===== config.mk =====
export PLATFORM = sky130hd
export DESIGN_NAME = character_animation_controller_flat
export DESIGN_NICKNAME = d
export VERILOG_FILES = /design/src/rtl/character_animation_controller_pkg.sv /design/src/rtl/character_animation_controller_if.sv /design/src/rtl/character_animation_controller_frame_counter.sv /design/src/rtl/character_animation_controller.sv /design/src/flat_wrapper.sv
export SDC_FILE = /design/constraint.sdc
export NUM_CORES = 1
export LEC_CHECK = 0
export ABC_CLOCK_PERIOD_IN_PS = 4950
export BUFFER_PORTS_ARGS = -buffer_cell sky130_fd_sc_hd__buf_4
export CORE_ASPECT_RATIO = 2
export CORE_MARGIN = 8
export CORE_UTILIZATION = 35
export CTS_CLUSTER_SIZE = 10
export DETAILED_ROUTE_END_ITERATION = 12
export MAX_ROUTING_LAYER = met4
export SLEW_MARGIN = 20
export SYNTH_ARGS = -nofsm -noshare
export SYNTH_HDL_FRONTEND = slang
export SYNTH_SLANG_ARGS = --single-unit

===== constraint.sdc =====
create_clock -name sys_clk -period 4.95 [get_ports sys_clk]
set_clock_uncertainty 0.15 [all_clocks]
set_input_delay 0.99 -clock sys_clk [delete_from_list [all_inputs] [get_ports sys_clk]]
set_output_delay 0.99 -clock sys_clk [all_outputs]
set_load 0.01 [all_outputs]

===== src/rtl/character_animation_controller_pkg.sv =====
// Pose and face encodings shared by the animation sequencer and the display controller.
package char_anim_pkg;

    localparam int ID_WIDTH = 3;

    typedef enum logic [ID_WIDTH-1:0] {
        IDLE_1         = 3'd0,
        IDLE_2         = 3'd1,
        CHARGE         = 3'd2,
        JUMP_UP        = 3'd3,
        JUMP_DOWN      = 3'd4,
        FALL_TO_GROUND = 3'd5,
        SAFE_GROUND    = 3'd6
    } pose_e;

    localparam logic [1:0] FACE_RIGHT = 2'b01;
    localparam logic [1:0] FACE_LEFT  = 2'b11;

    function automatic logic is_airborne(pose_e p);
        return (p == JUMP_UP) || (p == JUMP_DOWN);
    endfunction

    function automatic logic is_hold(pose_e p);
        return (p == FALL_TO_GROUND) || (p == SAFE_GROUND);
    endfunction

    function automatic logic is_idle(pose_e p);
        return (p == IDLE_1) || (p == IDLE_2);
    endfunction

endpackage


===== src/rtl/character_animation_controller_if.sv =====
// Physics-state inputs and pose outputs between the game logic and the animation sequencer.
interface character_animation_controller_if #(
    parameter int VEL_WIDTH = 10
);
    import char_anim_pkg::*;

    logic                        frame_tick;
    logic                        on_ground;
    logic                        charging;
    logic signed [VEL_WIDTH-1:0] vel_y;
    logic signed [1:0]           move_dir;
    logic [ID_WIDTH-1:0]         char_id;
    logic signed [1:0]           char_face;

    modport master (
        output frame_tick, on_ground, charging, vel_y, move_dir,
        input  char_id, char_face
    );

    modport slave (
        input  frame_tick, on_ground, charging, vel_y, move_dir,
        output char_id, char_face
    );

endinterface


===== src/rtl/character_animation_controller_frame_counter.sv =====
// Loadable frame down-counter; advances only on frame ticks and saturates at zero.
module anim_frame_counter #(
    parameter int                   CNT_WIDTH = 6,
    parameter logic [CNT_WIDTH-1:0] RST_VAL   = '0
) (
    input  logic                 sys_clk,
    input  logic                 sys_rst,
    input  logic                 tick,
    input  logic                 load,
    input  logic [CNT_WIDTH-1:0] load_val,
    output logic                 zero
);

    logic [CNT_WIDTH-1:0] cnt;

    always_ff @(posedge sys_clk) begin
        if (sys_rst) begin
            cnt <= RST_VAL;
        end else if (tick) begin
            if (load) begin
                cnt <= load_val;
            end else if (cnt != '0) begin
                cnt <= cnt - 1'b1;
            end
        end
    end

    assign zero = (cnt == '0);

endmodule


===== src/rtl/character_animation_controller.sv =====
// Per-frame pose sequencer: maps ground contact, vertical velocity, charge and direction to char_id/char_face.
module character_animation_controller
    import char_anim_pkg::*;
#(
    parameter int VEL_WIDTH    = 10,
    parameter int IDLE_PERIOD  = 30,
    parameter int LAND_HOLD    = 8,
    parameter int FALL_HOLD    = 30,
    parameter int HARD_FALL_VY = 12,
    parameter int CNT_WIDTH    = 6
) (
    input logic sys_clk,
    input logic sys_rst,
    character_animation_controller_if.slave bus
);

    localparam logic [CNT_WIDTH-1:0] IDLE_LOAD = CNT_WIDTH'(IDLE_PERIOD - 1);
    localparam logic [CNT_WIDTH-1:0] LAND_LOAD = CNT_WIDTH'(LAND_HOLD - 1);
    localparam logic [CNT_WIDTH-1:0] FALL_LOAD = CNT_WIDTH'(FALL_HOLD - 1);
    localparam logic signed [VEL_WIDTH-1:0] HARD_VY = VEL_WIDTH'(HARD_FALL_VY);

    pose_e                       state, state_next;
    logic signed [VEL_WIDTH-1:0] peak_vy, peak_next;
    logic [1:0]                  face, face_next;
    logic                        cnt_load;
    logic [CNT_WIDTH-1:0]        cnt_load_val;
    logic                        cnt_zero;
    logic                        vel_neg, vel_pos;

    assign vel_neg = bus.vel_y[VEL_WIDTH-1];
    assign vel_pos = !vel_neg && (bus.vel_y != '0);

    always_ff @(posedge sys_clk) begin
        if (sys_rst) begin
            state   <= IDLE_1;
            peak_vy <= '0;
            face    <= FACE_RIGHT;
        end else if (bus.frame_tick) begin
            state   <= state_next;
            peak_vy <= peak_next;
            face    <= face_next;
        end
    end

    always_comb begin
        state_next   = state;
        peak_next    = peak_vy;
        cnt_load     = 1'b0;
        cnt_load_val = IDLE_LOAD;
        face_next    = ((bus.move_dir == FACE_RIGHT) || (bus.move_dir == FACE_LEFT)) ? bus.move_dir : face;

        if (state > SAFE_GROUND) begin
            state_next = IDLE_1;
            cnt_load   = 1'b1;
        end else if (!bus.on_ground) begin
            state_next = vel_neg ? JUMP_UP : JUMP_DOWN;
            // Peak is only meaningful from the second airborne frame onward.
            if (!is_airborne(state)) begin
                peak_next = '0;
            end else if (vel_pos && (bus.vel_y > peak_vy)) begin
                peak_next = bus.vel_y;
            end
        end else if (is_airborne(state)) begin
            cnt_load = 1'b1;
            if (peak_vy >= HARD_VY) begin
                state_next   = FALL_TO_GROUND;
                cnt_load_val = FALL_LOAD;
            end else begin
                state_next   = SAFE_GROUND;
                cnt_load_val = LAND_LOAD;
            end
        end else if (is_hold(state) && !cnt_zero) begin
            state_next = state;
        end else if (bus.charging) begin
            state_next = CHARGE;
        end else if (is_idle(state)) begin
            if (cnt_zero) begin
                state_next = (state == IDLE_1) ? IDLE_2 : IDLE_1;
                cnt_load   = 1'b1;
            end
        end else begin
            state_next = IDLE_1;
            cnt_load   = 1'b1;
        end
    end

    anim_frame_counter #(
        .CNT_WIDTH (CNT_WIDTH),
        .RST_VAL   (IDLE_LOAD)
    ) u_frame_counter (
        .sys_clk   (sys_clk),
        .sys_rst   (sys_rst),
        .tick      (bus.frame_tick),
        .load      (cnt_load),
        .load_val  (cnt_load_val),
        .zero      (cnt_zero)
    );

    assign bus.char_id   = state;
    assign bus.char_face = face;

endmodule


===== src/flat_wrapper.sv =====
// flat-port wrapper written by rule: the top's interface ports become plain ports
module character_animation_controller_flat import char_anim_pkg::*;
#(
    parameter int VEL_WIDTH    = 10,
    parameter int IDLE_PERIOD  = 30,
    parameter int LAND_HOLD    = 8,
    parameter int FALL_HOLD    = 30,
    parameter int HARD_FALL_VY = 12,
    parameter int CNT_WIDTH    = 6
)
  (sys_clk, sys_rst, bus_frame_tick, bus_on_ground, bus_charging, bus_vel_y, bus_move_dir, bus_char_id, bus_char_face);
  character_animation_controller_if #(.VEL_WIDTH(VEL_WIDTH)) bus_i ();
  input logic sys_clk;
  input logic sys_rst;
  input wire logic [$bits(bus_i.frame_tick)-1:0] bus_frame_tick;
  input wire logic [$bits(bus_i.on_ground)-1:0] bus_on_ground;
  input wire logic [$bits(bus_i.charging)-1:0] bus_charging;
  input wire logic [$bits(bus_i.vel_y)-1:0] bus_vel_y;
  input wire logic [$bits(bus_i.move_dir)-1:0] bus_move_dir;
  output wire logic [$bits(bus_i.char_id)-1:0] bus_char_id;
  output wire logic [$bits(bus_i.char_face)-1:0] bus_char_face;
  assign bus_i.frame_tick = bus_frame_tick;
  assign bus_i.on_ground = bus_on_ground;
  assign bus_i.charging = bus_charging;
  assign bus_i.vel_y = bus_vel_y;
  assign bus_i.move_dir = bus_move_dir;
  assign bus_char_id = bus_i.char_id;
  assign bus_char_face = bus_i.char_face;
  character_animation_controller #(.VEL_WIDTH(VEL_WIDTH), .IDLE_PERIOD(IDLE_PERIOD), .LAND_HOLD(LAND_HOLD), .FALL_HOLD(FALL_HOLD), .HARD_FALL_VY(HARD_FALL_VY), .CNT_WIDTH(CNT_WIDTH)) u_core (.sys_clk(sys_clk), .sys_rst(sys_rst), .bus(bus_i));
endmodule

Word level (Yosys, flattened, before mapping)
Index checks and enable logic that the tools add are counted.
Word-level totals
  bits in registers: 21
  bits of input ports: 17
  output and inout bits: 5
  logic and storage cells: 63
Cells by class
  $add $sub $neg: 1
  order comparisons: 3
  eq/ne operators: 10
  mux-type cells: 25
  bitwise operators: 2
  reductions and logical operators: 18
Operator list (number)
  6-bit 2-to-1 mux: 5
  3-bit 2-to-1 mux: 8
  10-bit 2-to-1 mux: 2
  10-bit by 5-bit >= comparator with 1-bit output, second input constant: 1
  10-bit greater-than comparator: 1
  10-bit nonzero test: 1
  3-bit == test, second input constant: 3
  1-bit 2-to-1 mux: 8
  6-bit logical NOT: 1
  6-bit by 3-bit != test with 1-bit output, second input constant: 1
  6-bit nonzero test: 1
  6-bit by 1-bit subtractor with 6-bit output, second input constant: 1
  5-bit 2-to-1 mux: 1
  1-bit logical OR: 4
  4-bit by 2-bit != test with 1-bit output, second input constant: 1
  2-bit AND reduction: 2
  4-bit AND reduction: 1
  3-bit by 1-bit == test with 1-bit output, second input constant: 1
  3-bit by 2-bit == test with 1-bit output, second input constant: 1
  3-bit greater-than comparator, second input constant: 1
  1-bit logical AND: 3
  3-bit logical NOT: 1
  3-bit AND reduction: 1
  2-bit by 1-bit == test with 1-bit output, second input constant: 1
  other kinds (6): 8

Longest topological paths before layout
  depth in word-level cells: 10
  gate-level depth with buffers: 9
  mapped depth without buffers: 8

Hierarchy
Synthesis repeated with hierarchy kept, for this count alone.
Second synthesis, totals
  cell total of the unflattened synthesis: 220
  area, all modules: 1706.6 µm²
Modules (own cells, without submodules)
  character_animation_controller: times used 1, cells an instance 172, area each 1318.8 µm², sequential area each 300.3 µm²
  anim_frame_counter: times used 1, cells an instance 48, area each 387.9 µm², sequential area each 120.1 µm²

Worst setup path after synthesis
Ideal clock, no wire load.
  path kind: in2reg
  start point: in bus_vel_y[5]
  end point: reg u_core.peak_vy[2]
  setup time: 0.117 ns
  arrival: 2.383 ns
  required time: 4.683 ns
  setup slack: 2.300 ns
  stages: 8
  buffers on the path: 1
  cells stage by stage: ha_1 and4_1 nand3_1 o21ai_0 a21oi_1 o21ba_2 clkbuf_1 a32o_1
On the way
  cells in the longest elaborated chain, start to end: 5
  elaborated cells on any way between the ends: 6
  classes of those cells: order compare (1); eq/ne (1); reduce/logical (4)
RTL lines
  start, declared: RTL line flat_wrapper.sv:18  | input wire logic [$bits(bus_i.vel_y)-1:0] bus_vel_y;
  branches (longest 2 deep; another with 10-bit greater-than comparator)
  1-bit logical AND (*): RTL line character_animation_controller.sv:60  | end else if (vel_pos && (bus.vel_y > peak_vy)) begin
  2-bit != test (no line) (*)
  4-bit AND reduction (no line) (*)
  end signal, assigned: RTL line character_animation_controller.sv:40  | peak_vy <= peak_next;
  end, declared: RTL line character_animation_controller.sv:23  | logic signed [VEL_WIDTH-1:0] peak_vy, peak_next;
Mark *: on every way between the ends.
A chain may end at the register's enable or synchronous reset.

Final worst setup path
  start point: in bus_vel_y[5]
  end point: reg u_core.peak_vy[1]
Same word-level chain as after synthesis.

==> flow_summary.json <==
{
  "min_path_type": "flip-flop to flip-flop",
  "synth_top_cells_by_area": "dfxtp_1 (30%), ha_1 (11%), a32o_1 (6.4%)",
  "slowest_cell_on_the_critical_path": "a211oi_1",
  "cts_repair_resize_count": 0,
  "layout-drive-gt1-share_pct": 20.00,
  "die-area_mm2": 0.006466,
  "ys_seq_elements": 21,
  "final_net_count": 220,
  "number_of_enable_type_register_cells_in_the_synthesized_netlist": 0,
  "antenna_left": 0,
  "total_leakage_power_nw": 0.6248,
  "nets_in_the_synthesized_netlist": 201,
  "p_switching_uw": 112.3,
  "criticalPathCategory": "primary input to flip-flop",
  "cp-endpoint": "u_core.peak_vy[1]",
  "period_needed_ps": 2607,
  "ir_drop_mv": 0.1487,
  "num-fill-cells": 426,
  "cp_slowest_stage_delay_ps": 340,
  "first_global_vias": 1309,
  "cts_setup_buffers": 0,
  "clock-sinks": 21,
  "critPathRequiredTime_ps": 4960,
  "finalNonFillerCells": 242,
  "cts_inserted_buffers": 3,
  "place.detailed.hpwl_um": 2582,
  "rr_startpoint": "u_core.peak_vy[5]",
  "grt_start_max_net_pins": 13,
  "die_x_um": 61,
  "initial_antenna_violation_count": 0,
  "fin_crit_sh_pct": 52.67,
  "slew_viol_final": 0,
  "placedInstanceArea_mm2": 0.001598,
  "dr_total_vias": 1332,
  "timing.critical_path.fanout_max": 9,
  "post_synth.cell_area_avg_um2": 8.242,
  "power-per-cell-area_mw_per_mm2": 230.7,
  "floorplan.initialDensity_pct": 35.40,
  "gr_usage_total_pct": 11.33,
  "cell_total_after_placement": 238,
  "globalRouteOverflowTotal": 0,
  "tritoncts": "yes",
  "avgViaCountPerCell": 5.504,
  "synth_top_flop_cell": "dfxtp_1",
  "synthesis.area_mm2": 0.001418,
  "finalHoldViolations": 0,
  "p_sw_share_pct": 29.60,
  "number_of_cell_instances_on_the_worst_register_to_register_path": 8,
  "first_pass_grt_wire_length_um": 5754,
  "grt_setup_unrepaired": "no",
  "data_arrival_critical_path_ps": 2620,
  "drt-total-wl_um": 3307,
  "ys_async_sr_fraction_pct": 0,
  "power_uw": 379.3,
  "final_cell_mix": "buf_4 (21), dfxtp_1 (21), inv_1 (16), nand2_1 (14), a21oi_1 (13)",
  "netlist.top_cell.by_area": "dfxtp_1",
  "hold-path-cell-count": 2,
  "finish.instance_area_mm2": 0.001644,
  "holdCritStartpoint": "u_core.bus.char_face[0]",
  "drcViolationCount": 0,
  "avgRoutedWirePerCell_um": 13.67,
  "critical_path.reg2reg.endpoint": "u_core.peak_vy[1]",
  "p_clk_share_pct": 30.5,
  "power.internal_uw": 267.0,
  "slew_headroom_pct": 62.17,
  "worstPathCellList": "buf_4, ha_1, and4_1, o21ai_0, a21o_1, a211oi_1, nor2_2, a32o_1",
  "root_buffer": "clkbuf_8",
  "cp_depth": 8,
  "worst_setup_hold_path_clk_slew_ps": 80,
  "gp_congestion": 0.8607,
  "area_share_of_the_leading_cell_type_in_the_synthesized_netlist_pct": 29.66,
  "row_count": 33,
  "worst_slew_pin_slew_ps": 560.2,
  "report.final.setup_viol": 0,
  "crit_family": "compound AO/OA/AOI/OAI gates",
  "clock_tree.buffer_depth": 2,
  "element_type_at_the_critical_path_end": "flip-flop",
  "syn_to_final_growth_pct": 15.98,
  "run_status": "completed",
  "dpl_worst_slack_ps": 2055,
  "io_buffers": 21,
  "fin_ws_ps": 2343,
  "clock_latency_ps": 270,
  "combinationalPowerShare_pct": 20.9,
  "postSynthCellCount": 172,
  "maxCapViolCount": 0,
  "area.sequential_um2": 420.4,
  "first_iter_violations": 39,
  "netlist-cell-type-count": 46,
  "multiInputGateArea_um2": 894.6,
  "timing.critical_path.from": "bus_vel_y[5]",
  "max_freq_mhz": 383.6,
  "die_y_um": 106,
  "ctsHoldBuffers": 0,
  "cts_max_level": 1,
  "ys.warnings.count": 0,
  "boundaryPins": 22,
  "fp.coreArea_mm2": 0.004005,
  "fin_setup_tns_ps": 0,
  "critical_path.startpoint_type": "primary input",
  "synth-seq-area-share_pct": 29.66,
  "critical_path.n_buffers_inverters": 1,
  "worst-r2r-setup-slack_ps": 2780,
  "n_antenna_cell": 0,
  "sequentialPowerShare_pct": 48.6,
  "detail_route.first_pass.iterations": 4
}
[sequential cells by signal, indices dropped and copies added, names as in the netlist]
signal	flops
u_core.bus.char_id	3
u_core.peak_vy	10
u_core.bus.char_face	2
u_core.u_frame_counter.cnt	6
[power groups by stage]
stage | Combinational, mW | Clock [mW] | Sequential [mW]
after global placement | 0.0783 | 0 | 0.188
after floorplan | 0.0563 | 0 | 0.183
after global routing | 0.0884 | 0.125 | 0.186
after CTS | 0.0795 | 0.120 | 0.184
final | 0.0792 | 0.116 | 0.184
after detailed placement | 0.0791 | 0 | 0.188
[worst min-delay path by stage]
| stage | slack, ps | to |
|---|---|---|
| 6_report | 310 | u_core.bus.char_face[0] |
| 3_5_place_dp | 290 | u_core.bus.char_face[0] |
| 4_1_cts | 320 | u_core.bus.char_face[0] |
| 5_1_grt | 340 | u_core.bus.char_face[1] |
| 3_3_place_gp | 290 | u_core.bus.char_face[0] |
| 2_1_floorplan | 290 | u_core.u_frame_counter.cnt[5] |
[stage by stage]
step                      util [%]  hold slack [ps]
after global placement       39.89            285.1
after CTS                    41.05            318.7
after global routing         41.05            343.0
after detailed placement     39.89            292.9
final                        41.05            314.6
after floorplan                  -            287.9
[cell usage after synthesis (all sizes together) (3+ instances only)]
| library cell | n |
|---|---|
| a21oi | 14 |
| clkbuf | 3 |
| buf | 4 |
| inv | 16 |
| o21ai | 14 |
| a31oi | 3 |
| nand3 | 10 |
| a32o | 9 |
| nor3 | 6 |
| dfxtp | 21 |
| a21boi | 3 |
| nor2 | 12 |
| nand2 | 14 |
| nor2b | 3 |
| ha | 12 |
| or3b | 3 |
[layout make-up]
type / count / share of cell area (%)
inverter: 16 / 3.653
multi-input combinational: 128 / 54.41
timing repair buffer: 21 / 9.589
clock buffer: 3 / 2.511
sequential: 21 / 25.57
clock inverter: 1 / 0.3044
tap: 52 / 3.957
[worst min-delay path, cell delays in order (launching register included)]
cell and delay [ps]:
dfxtp_1 340, nor2_1 50, nand2_1 50
[routing by layer]
layer  global-route usage [%]  routed length (um)  vias to the layer above
li1                         -                   -                      667
met1                    14.66                1578                      618
met2                    16.97                1526                       42
met3                    1.935                 155                        5
met4                    4.034                  47                        0
met5                        -                   0                        -
[kinds of logic after synthesis]
kind of cell             after synthesis  share of synthesized area (%)
AO/OA/AOI/OAI                         58                          30.10
AND/OR/NAND/NOR                       56                          21.01
buffers and inverters                 23                          7.238
flip-flops                            21                          29.66
adder cells (fa/ha/maj)               12                          10.59
multiplexers                           2                          1.412
Power figures use the tool's default switching activity.
